## src/rtl/branch_resolve_unit_pkg.sv

```systemverilog
// Shared encodings for the branch resolve unit: condition codes, branch kinds
// and BHT counter states, plus the saturating counter step.
package branch_resolve_unit_pkg;

   typedef enum logic [3:0] {
      COND_EQ = 4'h0, COND_NE = 4'h1, COND_CS = 4'h2, COND_CC = 4'h3,
      COND_MI = 4'h4, COND_PL = 4'h5, COND_VS = 4'h6, COND_VC = 4'h7,
      COND_HI = 4'h8, COND_LS = 4'h9, COND_GE = 4'hA, COND_LT = 4'hB,
      COND_GT = 4'hC, COND_LE = 4'hD, COND_AL = 4'hE, COND_NV = 4'hF
   } cond_t;

   typedef enum logic [2:0] {
      BK_NONE  = 3'd0,
      BK_B     = 3'd1,
      BK_BCOND = 3'd2,
      BK_CBZ   = 3'd3,
      BK_CBNZ  = 3'd4,
      BK_BR    = 3'd5
   } bk_t;

   typedef enum logic [1:0] {
      SNT = 2'b00,
      WNT = 2'b01,
      WT  = 2'b10,
      ST  = 2'b11
   } cnt_t;

   function automatic logic [1:0] bht_next(input logic [1:0] cur, input logic taken);
      logic [1:0] nxt;
      nxt = cur;
      if (taken) begin
         if (cur != ST) nxt = cur + 2'd1;
      end else begin
         if (cur != SNT) nxt = cur - 2'd1;
      end
      return nxt;
   endfunction

endpackage

```

## src/rtl/branch_resolve_unit_cond_eval.sv

```systemverilog
// Combinational condition-code evaluator: 4-bit condition and NZCV in, taken out.
module cond_eval
   import branch_resolve_unit_pkg::*;
(
   input  logic [3:0] cond,
   input  logic [3:0] nzcv,
   output logic       taken
);

   logic n, z, c, v, ge;

   always_comb begin
      n     = nzcv[3];
      z     = nzcv[2];
      c     = nzcv[1];
      v     = nzcv[0];
      ge    = (n == v);
      taken = 1'b1;
      case (cond)
         COND_EQ: taken = z;
         COND_NE: taken = ~z;
         COND_CS: taken = c;
         COND_CC: taken = ~c;
         COND_MI: taken = n;
         COND_PL: taken = ~n;
         COND_VS: taken = v;
         COND_VC: taken = ~v;
         COND_HI: taken = c & ~z;
         COND_LS: taken = ~(c & ~z);
         COND_GE: taken = ge;
         COND_LT: taken = ~ge;
         COND_GT: taken = ~z & ge;
         COND_LE: taken = ~(~z & ge);
         default: taken = 1'b1;
      endcase
   end

endmodule

```

## src/rtl/branch_resolve_unit.sv

```systemverilog
// Branch resolve unit: owns NZCV, resolves B/B.cond/CBZ/CBNZ/BR with one cycle
// of latency, and keeps a PC-indexed 2-bit BHT plus saturating statistics.
module branch_resolve_unit
   import branch_resolve_unit_pkg::*;
#(
   parameter int unsigned DATA_W    = 64,
   parameter int unsigned PC_W      = 64,
   parameter int unsigned BHT_DEPTH = 64,
   parameter logic [1:0]  CNT_INIT  = 2'b01,
   parameter int unsigned STAT_W    = 32
) (
   input  logic              iCLK,
   input  logic              iRST_n,
   input  logic              iFlagWe,
   input  logic              iFlagN,
   input  logic              iFlagZ,
   input  logic              iFlagC,
   input  logic              iFlagV,
   input  logic              iValid,
   input  logic [2:0]        iBrKind,
   input  logic [3:0]        iCond,
   input  logic [DATA_W-1:0] iRegVal,
   input  logic [PC_W-1:0]   iPC,
   input  logic              iPredTaken,
   input  logic [PC_W-1:0]   iFetchPC,
   output logic              oPredTaken,
   output logic [3:0]        oFlags,
   output logic              oResValid,
   output logic              oTaken,
   output logic              oMispredict,
   output logic [STAT_W-1:0] oBrCount,
   output logic [STAT_W-1:0] oMissCount
);

   localparam int unsigned IDX_W = $clog2(BHT_DEPTH);

   logic [3:0]        flags_q;
   logic [3:0]        in_flags;
   logic [3:0]        eval_flags;
   logic              cond_taken;
   logic [1:0]        bht [BHT_DEPTH];
   logic [IDX_W-1:0]  idx_fetch;
   logic [IDX_W-1:0]  idx_res;
   logic              is_branch;
   logic              bht_upd;
   logic              dir;
   logic              res_valid_q;
   logic              taken_q;
   logic              pred_q;
   logic [STAT_W-1:0] br_q;
   logic [STAT_W-1:0] miss_q;
   logic              unused_pc_bits;

   assign in_flags   = {iFlagN, iFlagZ, iFlagC, iFlagV};
   // Same-cycle flag write is forwarded so B.cond sees the flags it depends on.
   assign eval_flags = iFlagWe ? in_flags : flags_q;
   assign idx_fetch  = iFetchPC[IDX_W+1:2];
   assign idx_res    = iPC[IDX_W+1:2];

   assign unused_pc_bits = ^{iPC[PC_W-1:IDX_W+2], iPC[1:0],
                             iFetchPC[PC_W-1:IDX_W+2], iFetchPC[1:0]};

   cond_eval u_cond_eval (
      .cond  (iCond),
      .nzcv  (eval_flags),
      .taken (cond_taken)
   );

   always_comb begin
      is_branch = 1'b0;
      bht_upd   = 1'b0;
      dir       = 1'b0;
      if (iValid) begin
         case (iBrKind)
            BK_B, BK_BR: begin
               is_branch = 1'b1;
               dir       = 1'b1;
            end
            BK_BCOND: begin
               is_branch = 1'b1;
               bht_upd   = 1'b1;
               dir       = cond_taken;
            end
            BK_CBZ: begin
               is_branch = 1'b1;
               bht_upd   = 1'b1;
               dir       = (iRegVal == '0);
            end
            BK_CBNZ: begin
               is_branch = 1'b1;
               bht_upd   = 1'b1;
               dir       = (iRegVal != '0);
            end
            default: ;
         endcase
      end
   end

   always_ff @(posedge iCLK or negedge iRST_n) begin
      if (!iRST_n) begin
         flags_q     <= '0;
         res_valid_q <= 1'b0;
         taken_q     <= 1'b0;
         pred_q      <= 1'b0;
         br_q        <= '0;
         miss_q      <= '0;
         for (int unsigned i = 0; i < BHT_DEPTH; i++) bht[i] <= CNT_INIT;
      end else begin
         if (iFlagWe) flags_q <= in_flags;
         res_valid_q <= is_branch;
         taken_q     <= is_branch & dir;
         pred_q      <= is_branch & iPredTaken;
         if (bht_upd) begin
            bht[idx_res] <= bht_next(bht[idx_res], dir);
            if (br_q != '1) br_q <= br_q + 1'b1;
            if ((dir != iPredTaken) && (miss_q != '1)) miss_q <= miss_q + 1'b1;
         end
      end
   end

   assign oPredTaken  = bht[idx_fetch][1];
   assign oFlags      = flags_q;
   assign oResValid   = res_valid_q;
   assign oTaken      = taken_q;
   assign oMispredict = res_valid_q & (taken_q != pred_q);
   assign oBrCount    = br_q;
   assign oMissCount  = miss_q;

endmodule

```

## config.mk

```make
export PLATFORM = sky130hd
export DESIGN_NAME = branch_resolve_unit
export DESIGN_NICKNAME = d
export VERILOG_FILES = /design/src/rtl/branch_resolve_unit_pkg.sv /design/src/rtl/branch_resolve_unit_cond_eval.sv /design/src/rtl/branch_resolve_unit.sv
export SDC_FILE = /design/constraint.sdc
export NUM_CORES = 1
export LEC_CHECK = 0
export ABC_AREA = 0
export CORE_AREA = 2 2 187 189
export DETAILED_ROUTE_END_ITERATION = 7
export DIE_AREA = 0 0 189 191
export SLEW_MARGIN = 20
export SYNTH_ARGS = -nofsm -noshare
export SYNTH_HDL_FRONTEND = slang
export SYNTH_SLANG_ARGS = --single-unit
```

## constraint.sdc

```tcl
create_clock -name iCLK -period 5.8 [get_ports iCLK]
set_input_delay 1.45 -clock iCLK [delete_from_list [all_inputs] [get_ports iCLK]]
set_output_delay 1.45 -clock iCLK [all_outputs]
set_load 0.01 [all_outputs]
```

==> impl_metrics.py <==
metrics = {
    "floorplan": {
        "core_area_mm2": 0.0341,
        "initial_core_util_pct": 29.8,
        "num_io_pins": 280,
        "die_h_um": 191,
        "die_area_mm2": 0.0361,
        "rows": 68,
        "dieWidth_um": 189,
    },
    "cells_and_area": {
        "fin_area_mm2": 0.0130,
        "instances_no_fill": 1625,
        "layout.cells.most_common_list": "233 x nand2_1, 159 x clkdlybuf4s50_1, 136 x o21ai_0, 135 x dfrtp_1, 64 x dfstp_2",
        "layout_commonest_cell": "nand2_1",
        "drive_gt1_share_pct": 16.7,
        "area_delta_synth_final_pct": 27.6,
        "fin_nets": 1366,
    },
    "job": {
        "drv_cap": 0,
    },
    "sta": {
        "tns_ns": 0,
        "worstMarginPinSlew_ns": 1.03,
        "rsz0062_at_grt": "no",
        "hold_viol_final": 0,
        "maxSlewHeadroom_pct": 31.1,
        "timing.hold.ws_ns": 0.476,
        "fmax_mhz": 176,
        "setup_viol": 0,
        "finClkSkew_ns": 0.0147,
        "finalCritPeriodShare_pct": 97.8,
        "period_needed_ns": 5.67,
        "drv_slew": 0,
    },
    "route": {
        "wl_per_cell_um": 17.4,
        "antenna_left": 0,
        "avgViaCountPerCell": 4.93,
        "drt-total-wl_um": 28300,
        "vias": 8011,
        "first_pass_iters": 5,
        "drtIter0Drc": 549,
        "drcViolationCount": 0,
    },
    "setup_path": {
        "path_class": "in2out",
        "critPathLaunchType": "input port",
        "required_ns": 4.35,
        "crit_path_end_kind": "output pin",
        "ff2ff_setup_slack_ns": 2.40,
        "worstPathMaxFanout": 16,
        "worst_ep_arrival_time_ns": 4.22,
    },
    "synth": {
        "synth_nets": 1201,
        "synth_area_mm2": 0.0102,
        "syn_avg_cell_area_um2": 10.2,
        "seq_area_frac_synth_pct": 49.8,
        "syn_inst": 991,
        "synth_flop_cell": "dfrtp_1",
        "synthArstFlopShare_pct": 100,
        "synth_edf_count": 0,
        "ys_warn_count": 0,
        "ys_ff_latch": 199,
        "synth_cell_types": 57,
    },
    "place": {
        "gp_congestion": 0.818,
        "hpwl_um": 19500,
        "dpl_cell_area_mm2": 0.0124,
        "dp.cells": 1592,
        "numPortBuffers": 163,
    },
    "clocking": {
        "clockBufferDepth": 2,
        "clock-sinks": 199,
        "cts.clk_slew.worst_paths_ns": 0.08,
        "cts_tree": "built",
        "numCtsBuffers": 17,
        "htree_levels": 4,
        "cts_hold_buf": 0,
        "cts_setup_buffers": 0,
        "root_buffer": "clkbuf_16",
        "cts-resized-gates": 0,
        "clock_latency_ns": 0.44,
    },
    "global_routing": {
        "grt_usage_pct": 16.2,
        "grt_pass1_vias": 8328,
        "antenna_found_initial": 1,
        "grt_pass1_wl_um": 46100,
        "grt_max_degree": 108,
        "overflow": 0,
    },
    "power_and_ir_drop": {
        "p_int_mw": 2.26,
        "netSwitchingPower_mw": 0.840,
        "power_frac_clock_pct": 37.8,
        "power.density_mw_per_mm2": 239,
        "power_frac_seq_pct": 48.9,
        "swShare_pct": 27.1,
        "power_frac_comb_pct": 13.4,
        "leakage_nw": 4.98,
        "power_mw": 3.10,
        "vdd.ir_drop.worst_v": 0.000205,
    },
    "run_status": {
        "status": "completed",
    },
    "min_path": {
        "hold_class": "reg2reg",
    },
}
-- area by class of cell --
class	instances	area, um2
multi-input combinational	739	4880
clock buffer	21	470
clock inverter	11	88.8
timing repair buffer	188	1850
fill	3367	21200
inverter	11	41.3
antenna	1	2.50
tap	455	569
sequential	199	5060
-- layer usage --
| layer | vias to the layer above | track usage (%) | wire, um |
|---|---|---|---|
| li1 | 3872 | - | - |
| met3 | 31 | 5.53 | 1980 |
| met1 | 3902 | 21.8 | 13100 |
| met2 | 206 | 25.1 | 12800 |
| met4 | 0 | 3.82 | 387 |
| met5 | - | 0 | 0 |
-- cells in the mapped netlist (all sizes together), types with 2 or more instances --
master | number | area [um2]
o22ai | 3 | 18.8
and2 | 10 | 62.6
inv | 10 | 37.5
nor3 | 11 | 55.1
dfstp | 64 | 1680
nor2b | 4 | 25.0
a21oi | 10 | 50.1
mux2i | 17 | 174
and3 | 13 | 81.3
nor4 | 21 | 131
xnor2 | 45 | 394
mux2 | 16 | 180
ha | 2 | 25.0
and4 | 7 | 61.3
clkbuf | 20 | 90.1
mux4 | 41 | 923
a221oi | 3 | 26.3
nand3 | 29 | 145
nand2b | 12 | 75.1
a311oi | 2 | 17.5
o21ai | 138 | 698
nor2 | 27 | 104
or3b | 2 | 17.5
nand2 | 233 | 875
o211ai | 2 | 15.0
buf | 22 | 108
a21o | 3 | 22.5
a31oi | 6 | 43.8
nor3b | 9 | 67.6
xor2 | 21 | 184
dfrtp | 135 | 3380
and3b | 3 | 26.3
o221ai | 2 | 17.5
a22oi | 4 | 30.0
or2 | 3 | 18.8
nand3b | 3 | 22.5
nand4 | 26 | 163
-- path summary, 6_finish.rpt --
path	from	to	cells past startpoint
max in group asynchronous	iRST_n	bht[34]	2
hold reg to reg	bht[36]	bht[36]	2
setup reg to reg	bht[87]	bht[55]	8
hold / removal	bht[36]	bht[36]	2
min in group asynchronous	iRST_n	oBrCount[20]	1
setup / recovery	iFetchPC[2]	oPredTaken	6
-- stage by stage --
step	setup slack, ns	util [%]
after detailed placement	0.142	36.3
after global routing	0.0818	38.0
after floorplan	0.460	-
final	0.129	38.0
after global placement	0.152	36.3
after CTS	0.131	38.0
-- flip-flops by register name (all words and copies together), names as in the netlist --
register	count
oBrCount	32
oFlags	4
pred_q	1
oResValid	1
oTaken	1
oMissCount	32
bht	128
-- worst max-delay path, cell delays in order --
cell and delay [ns]:
clkdlybuf4s50_1 0.51, buf_12 0.20, mux4_2 0.56, mux4_2 0.52, mux4_2 0.48, clkdlybuf4s50_1 0.49
-- kinds of logic after synthesis --
| logic type | share of synthesized area [%] |
|---|---|
| AO/OA/AOI/OAI | 10.1 |
| XOR/XNOR | 5.69 |
| adder cells (fa/ha/maj) | 0.246 |
| buffers and inverters | 2.35 |
| flip-flops | 49.8 |
| multiplexers | 12.6 |
| AND/OR/NAND/NOR | 19.2 |
-- power by group through the flow --
stage                     Sequential (mW)  Combinational [mW]  Clock, mW
after floorplan                      1.54               0.176          0
after CTS                            1.52               0.421       1.20
final                                1.52               0.415       1.17
after global routing                 1.53               0.456       1.26
after global placement               1.54               0.416          0
after detailed placement             1.54               0.418          0
Note: power is estimated with default switching activity, not from simulation.
